<file path="config.mk">
export PLATFORM = sky130hd
export DESIGN_NAME = linebuf_ram
export DESIGN_NICKNAME = d
export VERILOG_FILES = /design/src/rtl/linebuf_pkg.sv /design/src/rtl/linebuf_mem.sv /design/src/rtl/linebuf_ram.sv
export SDC_FILE = /design/constraint.sdc
export NUM_CORES = 1
export LEC_CHECK = 0
export BUFFER_PORTS_ARGS = -buffer_cell sky130_fd_sc_hd__buf_4
export CORE_AREA = 2 2 160 162
export DETAILED_ROUTE_END_ITERATION = 7
export DIE_AREA = 0 0 162 164
export HOLD_SLACK_MARGIN = 0.03
export PLACE_DENSITY = 0.85
export SETUP_SLACK_MARGIN = 0.2
export SLEW_MARGIN = 20
export SYNTH_ARGS = -nofsm -noshare
export SYNTH_HDL_FRONTEND = slang
export SYNTH_SLANG_ARGS = --single-unit
</file>
<file path="constraint.sdc">
create_clock -name clk -period 3.9 [get_ports clk]
set_clock_uncertainty 0.05 [all_clocks]
set_input_delay 0.78 -clock clk [delete_from_list [all_inputs] [get_ports clk]]
set_output_delay 0.78 -clock clk [all_outputs]
set_load 0.02 [all_outputs]
</file>
<file path="src/rtl/linebuf_pkg.sv">
// Shared FSM encodings and width helpers for the linebuf_ram line buffer.
package linebuf_pkg;

   typedef enum logic {
      F_IDLE = 1'b0,
      F_FILL = 1'b1
   } fill_state_e;

   typedef enum logic {
      C_IDLE = 1'b0,
      C_ACK  = 1'b1
   } cpu_state_e;

   function automatic int words_f(input int addr_width);
      return 1 << addr_width;
   endfunction

   function automatic int be_width_f(input int data_width);
      return data_width / 8;
   endfunction

endpackage

</file>
<file path="src/rtl/linebuf_mem.sv">
// Dual-port RAM: port A full-word write, port B byte-enabled read/write, one-cycle synchronous read.
// "ALTERA" registers the read address (block-RAM friendly); "GENERIC" registers the read data.
module linebuf_mem
   import linebuf_pkg::*;
#(
   parameter int    DATA_WIDTH = 32,
   parameter int    ADDR_WIDTH = 3,
   parameter string TECHNOLOGY = "GENERIC"
) (
   input  logic                              clk,
   input  logic                              a_we_i,
   input  logic [ADDR_WIDTH-1:0]             a_addr_i,
   input  logic [DATA_WIDTH-1:0]             a_di_i,
   input  logic                              b_en_i,
   input  logic [be_width_f(DATA_WIDTH)-1:0] b_we_i,
   input  logic [ADDR_WIDTH-1:0]             b_addr_i,
   input  logic [DATA_WIDTH-1:0]             b_di_i,
   output logic [DATA_WIDTH-1:0]             b_do_o
);

   localparam int WORDS = words_f(ADDR_WIDTH);
   localparam int BE_W  = be_width_f(DATA_WIDTH);

   logic [DATA_WIDTH-1:0] mem_q [WORDS];

   // Both ports never target the same word in one cycle: fill writes only
   // unfilled words and the CPU only touches filled ones.
   always_ff @(posedge clk) begin
      if (a_we_i) begin
         mem_q[a_addr_i] <= a_di_i;
      end
      for (int i = 0; i < BE_W; i++) begin
         if (b_we_i[i]) begin
            mem_q[b_addr_i][8*i +: 8] <= b_di_i[8*i +: 8];
         end
      end
   end

   generate
      if (TECHNOLOGY == "ALTERA") begin : g_altera
         logic [ADDR_WIDTH-1:0] rd_addr_q;
         always_ff @(posedge clk) begin
            if (b_en_i) begin
               rd_addr_q <= b_addr_i;
            end
         end
         assign b_do_o = mem_q[rd_addr_q];
      end else begin : g_generic
         logic [DATA_WIDTH-1:0] rd_dat_q;
         always_ff @(posedge clk) begin
            if (b_en_i) begin
               rd_dat_q <= mem_q[b_addr_i];
            end
         end
         assign b_do_o = rd_dat_q;
      end
   endgenerate

endmodule

</file>
<file path="src/rtl/linebuf_ram.sv">
// Critical-word-first line fill with hit-under-fill CPU port; a hit acks the cycle after accept.
// CPU stalls on unfilled words during a fill; define LINEBUF_FORWARD_EN to bypass in_data to a waiting read.
module linebuf_ram
   import linebuf_pkg::*;
#(
   parameter int    DATA_WIDTH = 32,
   parameter int    ADDR_WIDTH = 3,
   parameter string TECHNOLOGY = "GENERIC"
) (
   input  logic                              clk,
   input  logic                              rst,
   input  logic                              fill_start,
   input  logic [ADDR_WIDTH-1:0]             fill_addr,
   output logic                              fill_busy,
   output logic                              fill_done,
   input  logic                              in_valid,
   input  logic [DATA_WIDTH-1:0]             in_data,
   output logic                              in_ready,
   input  logic                              cpu_req,
   input  logic [ADDR_WIDTH-1:0]             cpu_addr,
   input  logic [be_width_f(DATA_WIDTH)-1:0] cpu_we,
   input  logic [DATA_WIDTH-1:0]             cpu_di,
   output logic [DATA_WIDTH-1:0]             cpu_do,
   output logic                              cpu_ack,
   output logic                              cpu_err,
   output logic [words_f(ADDR_WIDTH)-1:0]    valid,
   output logic [words_f(ADDR_WIDTH)-1:0]    dirty
);

   localparam int WORDS = words_f(ADDR_WIDTH);
   localparam int BE_W  = be_width_f(DATA_WIDTH);

   fill_state_e           fill_q, fill_d;
   logic [ADDR_WIDTH-1:0] ptr_q, ptr_d;
   logic [ADDR_WIDTH-1:0] cnt_q, cnt_d;
   logic                  done_q, done_d;
   logic [WORDS-1:0]      valid_q, valid_d;
   logic [WORDS-1:0]      dirty_q, dirty_d;

   cpu_state_e            cpu_q, cpu_d;
   logic                  err_q, err_d;
   logic                  fwd_q, fwd_d;
   logic [DATA_WIDTH-1:0] fwd_dat_q, fwd_dat_d;

   logic                  beat_acc;
   logic                  fill_clr;
   logic                  cpu_wr;
   logic                  fwd_hit;
   logic                  b_en;
   logic [BE_W-1:0]       b_we;
   logic [WORDS-1:0]      dirty_set;
   logic [DATA_WIDTH-1:0] b_do;

   assign fill_busy = (fill_q == F_FILL);
   assign in_ready  = fill_busy;
   assign beat_acc  = fill_busy && in_valid;
   assign fill_clr  = (fill_q == F_IDLE) && fill_start;
   assign cpu_wr    = |cpu_we;

`ifdef LINEBUF_FORWARD_EN
   assign fwd_hit = cpu_req && !cpu_wr && !valid_q[cpu_addr] && beat_acc && (ptr_q == cpu_addr);
`else
   assign fwd_hit = 1'b0;
`endif

   // Fill engine: the pointer wraps naturally; cnt all-ones marks the final beat.
   always_comb begin
      fill_d  = fill_q;
      ptr_d   = ptr_q;
      cnt_d   = cnt_q;
      done_d  = 1'b0;
      valid_d = valid_q;
      case (fill_q)
         F_IDLE: begin
            if (fill_start) begin
               valid_d = '0;
               ptr_d   = fill_addr;
               cnt_d   = '0;
               fill_d  = F_FILL;
            end
         end
         F_FILL: begin
            if (in_valid) begin
               valid_d = valid_q | (WORDS'(1) << ptr_q);
               ptr_d   = ptr_q + 1'b1;
               cnt_d   = cnt_q + 1'b1;
               if (&cnt_q) begin
                  fill_d = F_IDLE;
                  done_d = 1'b1;
               end
            end
         end
      endcase
   end

   always_comb begin
      cpu_d     = cpu_q;
      err_d     = 1'b0;
      fwd_d     = 1'b0;
      fwd_dat_d = fwd_dat_q;
      b_en      = 1'b0;
      b_we      = '0;
      dirty_set = '0;
      case (cpu_q)
         C_IDLE: begin
            if (cpu_req) begin
               if (valid_q[cpu_addr]) begin
                  cpu_d = C_ACK;
                  b_en  = 1'b1;
                  if (cpu_wr) begin
                     b_we      = cpu_we;
                     dirty_set = WORDS'(1) << cpu_addr;
                  end
               end else if (fwd_hit) begin
                  cpu_d     = C_ACK;
                  fwd_d     = 1'b1;
                  fwd_dat_d = in_data;
               end else if (!fill_busy) begin
                  // Nothing will ever fill this word: fail it without touching the RAM.
                  cpu_d = C_ACK;
                  err_d = 1'b1;
               end
            end
         end
         C_ACK: begin
            cpu_d = C_IDLE;
         end
      endcase
   end

   assign dirty_d = fill_clr ? '0 : (dirty_q | dirty_set);

   always_ff @(posedge clk) begin
      if (rst) begin
         fill_q    <= F_IDLE;
         ptr_q     <= '0;
         cnt_q     <= '0;
         done_q    <= 1'b0;
         valid_q   <= '0;
         dirty_q   <= '0;
         cpu_q     <= C_IDLE;
         err_q     <= 1'b0;
         fwd_q     <= 1'b0;
         fwd_dat_q <= '0;
      end else begin
         fill_q    <= fill_d;
         ptr_q     <= ptr_d;
         cnt_q     <= cnt_d;
         done_q    <= done_d;
         valid_q   <= valid_d;
         dirty_q   <= dirty_d;
         cpu_q     <= cpu_d;
         err_q     <= err_d;
         fwd_q     <= fwd_d;
         fwd_dat_q <= fwd_dat_d;
      end
   end

   linebuf_mem #(
      .DATA_WIDTH (DATA_WIDTH),
      .ADDR_WIDTH (ADDR_WIDTH),
      .TECHNOLOGY (TECHNOLOGY)
   ) u_mem (
      .clk      (clk),
      .a_we_i   (beat_acc),
      .a_addr_i (ptr_q),
      .a_di_i   (in_data),
      .b_en_i   (b_en),
      .b_we_i   (b_we),
      .b_addr_i (cpu_addr),
      .b_di_i   (cpu_di),
      .b_do_o   (b_do)
   );

   assign fill_done = done_q;
   assign valid     = valid_q;
   assign dirty     = dirty_q;
   assign cpu_ack   = (cpu_q == C_ACK);
   assign cpu_err   = cpu_ack && err_q;
   assign cpu_do    = (cpu_ack && !err_q) ? (fwd_q ? fwd_dat_q : b_do) : '0;

endmodule

</file>
# Word-level counts from Yosys, hierarchy flattened
# Memory sizes are Yosys's and may differ from the RTL's. A register that Yosys moved wholly into a read port is not among the register bits.
# Cells that the tools add are included.
[totals]
input_bits = 79
latchBits = 0
regBits = 26
mem_count = 1
ramBits = 256
romBits = 0
out_inout_bits = 53
[mem_list]
columns = ["memory", "depth", "width", "rd", "rd_clocked_by_memory_dff", "write_ports", "line", "rtl"]
rows = [
  ["u_mem.mem_q", 8, 32, 1, 1, 2, "linebuf_mem.sv:24", "logic [DATA_WIDTH-1:0] mem_q [WORDS];"],
]
[classes]
div_mod_pow = 0
bitwise = 6
n_eq_ne = 2
shifts = 2
muxes = 42
n_reduce_logical = 11
multipliers = 0
n_addsub = 2
order_cmp = 1
[ops]
columns = ["cell", "n"]
rows = [
  ["8-bit two-way mux", 6],
  ["32-bit two-way mux", 1],
  ["1-bit two-way mux", 21],
  ["4-bit two-way mux", 4],
  ["8-bit bitwise OR", 2],
  ["8-bit case mux with 2 select lines", 1],
  ["1-bit by 3-bit left shift with 8-bit output, first input constant", 2],
  ["3-bit two-way mux", 4],
  ["3-bit case mux with 2 select lines", 2],
  ["4-bit OR reduction", 2],
  ["3-bit by 1-bit adder with 3-bit output, second input constant", 2],
  ["1-bit logical AND", 4],
  ["3-bit by 4-bit < comparator with 1-bit output, second input constant", 1],
  ["2-bit != test, second input constant", 2],
  ["1-bit NOT", 4],
  ["1-bit case mux with 2 select lines", 2],
  ["1-bit binary-select mux with 3-bit select", 1],
  ["3-bit AND reduction", 1],
  ["3-bit OR reduction", 1],
  ["2-bit AND reduction", 1],
  ["2-bit OR reduction", 1],
  ["1-bit logical NOT", 1],
]

# Depth between registers and ports, before layout
[depth]
depth_word = 7
ltp_mapped = 7
ltp_nobuf = 5

# Modules after synthesis
# Synthesis repeated with hierarchy kept, for this count alone.
[unflattened]
cells_unflattened = 932
hier_area_um2 = 15661.3
[modules_own_cells]
columns = ["module", "cells_each", "area_per_inst_um2", "n_inst"]
rows = [
  ["linebuf_mem", 769, 14229.9, 1],
  ["linebuf_ram", 163, 1431.4, 1],
]

# Least setup slack after synthesis
# No wires, ideal clock.
[synth_path]
kind = "input to register"
startpoint = "input cpu_addr[0]"
endpoint = "register u_mem.g_generic.rd_dat_q[0], in the netlist u_mem.b_do_o[0] (read register of u_mem.mem_q) (enable)"
required_ns = 3.463
slack_ns = 0.995
setup_ns = 0.387
arrival_ns = 2.469
cell_stages = 7
path_buffers = 3
path_cell_list = "buf_6 -> mux2i_1 -> a22oi_2 -> buf_6 -> buf_4 -> nand3_1 -> inv_1"
[synth_between]
elab_chain_cells = 5
[synth_lines]
columns = ["item", "line", "rtl"]
rows = [
  ["start: declaration", "linebuf_ram.sv:20", "input logic [ADDR_WIDTH-1:0] cpu_addr,"],
  ["1-bit binary-select mux with 3-bit select", "linebuf_ram.sv:107", "if (valid_q[cpu_addr]) begin"],
  ["1-bit two-way mux (not written as such)", "linebuf_ram.sv:107", ""],
  ["1-bit two-way mux", "linebuf_ram.sv:107", ""],
  ["1-bit two-way mux", "linebuf_ram.sv:106", "if (cpu_req) begin"],
  ["1-bit two-way mux", "linebuf_ram.sv:104", "case (cpu_q)"],
  ["net b_en", "linebuf_ram.sv:49", "logic b_en;"],
  ["end: declaration", "linebuf_mem.sv:49", "logic [DATA_WIDTH-1:0] rd_dat_q;"],
]
# The timed path passes the listed nets, and every way through them passes these cells. The select of a mux whose other input is x is not followed.
# A chain may end at the register's enable or synchronous reset.

# Worst setup path in the final report
[layout_path]
startpoint = "register cpu_q, in the netlist cpu_ack"
endpoint = "output cpu_do[30]"
[layout_between]
elab_chain_cells = 2
[layout_lines]
columns = ["item", "line", "rtl"]
rows = [
  ["start: declaration", "linebuf_ram.sv:40", "cpu_state_e cpu_q, cpu_d;"],
  ["start signal: assignment", "linebuf_ram.sv:152", "cpu_q <= cpu_d;"],
  ["1-bit logical AND", "linebuf_ram.sv:180", "assign cpu_do = (cpu_ack && !err_q) ? (fwd_q ? fwd_dat_q : b_do) : '0;"],
  ["32-bit two-way mux", "linebuf_ram.sv:180", ""],
  ["end: declaration", "linebuf_ram.sv:23", "output logic [DATA_WIDTH-1:0] cpu_do,"],
]
# Every way passes these cells.

==> impl_metrics.yaml <==
logic_synthesis:
  synth_top_area_cell: "edfxtp_1"
  yosysUniqueCellTypes: 39
  syn_inst: 929
  synth_area_mm2: 0.0159
  syn_avg_cell_area_um2: 17.1
  yosysSeqAreaShare_pct: 57.6
  syn_nets: 1016
  synth_top_area_share_pct: 54.4
  synth_seq_cells: 314
  synthTopCellsByArea: "edfxtp_1 54%, mux2_2 19%, mux4_2 9.1%"
  yosysWarnings: 0
grt:
  grt_max_degree: 38
  grt_util_met3_pct: 7.75
  busiest_layer: "met2"
  use_met1_pct: 39.4
  grt_pass1_vias: 9510
  grt_antenna_before_repair: 0
  grt_pass1_wl_mm: 56.6
  overflow: 0
  grt_use_total_pct: 28.5
  gr-usage-met2_pct: 44.8
layout:
  fill_cells: 1529
  final_common_cell: "edfxtp_1"
  final_layout_size_suffix_gt1_share_pct: 52.4
  multi_input_area_mm2: 0.00645
  syn_to_final_growth_pct: 15.0
  final_cell_mix: "288 x edfxtp_1, 271 x mux2_2, 148 x buf_4, 64 x mux4_2, 49 x nand2_1"
  layout.nets: 1159
  final_core_util_pct: 73.7
  antenna_cells: 0
  seqCellArea_mm2: 0.00917
timing:
  period_needed_ns: 3.16
  hold_violations: 0
  fin_crit_sh_pct: 81.1
  tightestPinTransition_ns: 0.787
  slew_headroom_pct: 47.1
  setup_viol: 0
  setup_tns_ns: 0
  fmax_ghz: 0.316
  rsz0062_at_grt: "no"
  final_max_slew_viol_count: 0
pwr:
  power.leakage_nw: 6.52
  power_density_mw_per_mm2: 419
  ir_drop_uv: 297
worst_setup_path:
  crit_top_cell: "buf_4"
  path_cells: "nor2b_2 > buf_4 > and2_1 > buf_4"
  critPathMaxFanout: 18
  r2r-start: "cpu_ack"
  endpoint_kind: "output pin"
  critPathBufInv: 2
  worstRegToRegCells: 4
  timing.rr.end: "u_mem.mem_q[0][30]"
  endpoint: "cpu_do[30]"
  crit_family: "simple AND/OR/NAND/NOR gates"
  critPathLaunchType: "register"
  crit_start: "cpu_ack"
  ff2ff_setup_slack_ns: 1.17
  cp.depth: 4
  critical_path_class: "register to output pin"
  max_stage_delay_ns: 0.70
  crit_slowest_cell: "nor2b_2"
  arrival_ns: 2.33
  cp_data_required_time_ns: 3.07
floorplanning:
  die_height_um: 164
  start_util_pct: 64.1
  die_x_um: 162
  core_mm2: 0.0248
  rows: 58
  die-area_mm2: 0.0266
  pin_count: 132
hold_path:
  hp-class: "register to register"
clock_network:
  htree_levels: 2
  clk_latency_ns: 0.51
  clk_pin_slew_ns: 0.06
  clock_tree.buffer_depth: 3
  cts_buffers: 34
  clock-sinks: 314
  post_cts_buffers: 0
  ctsHoldBuffers: 0
  cts_tree: "yes"
  root_buffer: "clkbuf_16"
  ctsResizeCount: 0
drt:
  dr.pass1.iters: 5
  ant_nets: 0
  num_vias: 9252
  finalWirelength_mm: 37.3
  drt_iter0_drc: 959
  drt-wirelength-per-cell_um: 26.1
  drc: 0
  via_per_inst: 6.48
placement:
  port_buffers: 131
  hpwlAfterDp_mm: 24.4
  gp_congestion: 0.832
outcome:
  outcome: "completed"
run:
  drv_cap: 0
layout make-up:
class | instances | share of cell area (%)
clock inverter | 15 | 0.643
clock buffer | 46 | 5.24
inverter | 5 | 0.103
timing repair buffer | 151 | 6.40
tap | 330 | 2.26
multi-input combinational | 566 | 35.3
sequential | 314 | 50.1
sequential cells by signal, summed over array words and instances (netlist names):
signal,count
fill_done,1
u_mem.mem_q,256
ptr_q,3
cpu_ack,1
dirty,8
err_q,1
u_mem.b_do_o,32
cnt_q,3
valid,8
fill_busy,1
worst min-delay path by stage:
stage | to | cells past startpoint | start | slack, ns
2_1_floorplan | cnt_q[0] | 1 | cnt_q[0] | 0.39
6_report | cnt_q[0] | 1 | cnt_q[0] | 0.44
3_5_place_dp | cnt_q[0] | 1 | cnt_q[0] | 0.42
3_3_place_gp | cnt_q[0] | 1 | cnt_q[0] | 0.41
5_1_grt | cnt_q[0] | 1 | cnt_q[0] | 0.46
4_1_cts | cnt_q[0] | 1 | cnt_q[0] | 0.44
logic make-up (layout without fill, tap and decap cells):
kind of cell    Yosys count  after routing  synth area share, %
fa+ha+maj                 8              8                0.629
buf+inv                  49            217                 1.93
compound gates           27             27                 1.19
mux                     359            359                 29.9
simple gates            172            172                 8.73
flops                   314            314                 57.6
per-layer routing:
layer | vias up | routed length [um]
met3 | 72 | 3440
li1 | 4024 | -
met5 | - | 0
met1 | 4692 | 14900
met4 | 0 | 884
met2 | 464 | 18100
Yosys cell counts:
library cell / n
and2_1: 36
nor3b_1: 1
edfxtp_1: 288
a2bb2oi_2: 1
nand3_1: 6
o21ai_0: 7
dfxtp_1: 26
nor3_1: 1
mux4_2: 64
a22oi_1: 4
a21oi_1: 4
clkbuf_1: 13
nand4_4: 27
buf_1: 7
nor3b_2: 4
nand2b_1: 3
nand3b_1: 3
ha_1: 8
mux2i_1: 5
nand2_1: 49
buf_4: 4
nor4_1: 2
inv_1: 5
buf_8: 1
and3_1: 4
a32o_1: 2
nor2b_1: 7
buf_12: 2
nor4_4: 1
nand4_2: 5
buf_6: 7
buf_2: 10
nor2_1: 22
a31oi_1: 3
nor4b_4: 1
mux2_2: 271
a211oi_1: 5
a22oi_2: 1
mux2_1: 19
stage by stage:
step           instances  setup slack [ns]  hold slack [ns]  instance area [um2]  power, mW
2_1_floorplan        929             0.995            0.394                15900       4.33
3_3_place_gp        1366             0.429            0.413                17200       4.57
3_5_place_dp        1366             0.465            0.423                17200       4.59
4_1_cts             1427             0.703            0.437                18300       7.68
5_1_grt             1427             0.603            0.456                18300       7.86
6_report            1427             0.738            0.439                18300       7.66
power breakdown:
part,total [mW],internal [mW],switching (mW)
sequential,3.79,3.76,0.0306
combinational,0.742,0.335,0.407
clock,3.13,1.86,1.27
worst reg2reg max path, stage by stage, from the launching register on:
cell and delay, ns:
dfxtp_1 0.37, nand2b_1 0.41, nor4_4 0.58, nand4_2 0.45, nand2_1 0.52
Note: power is estimated with default switching activity, not from simulation.
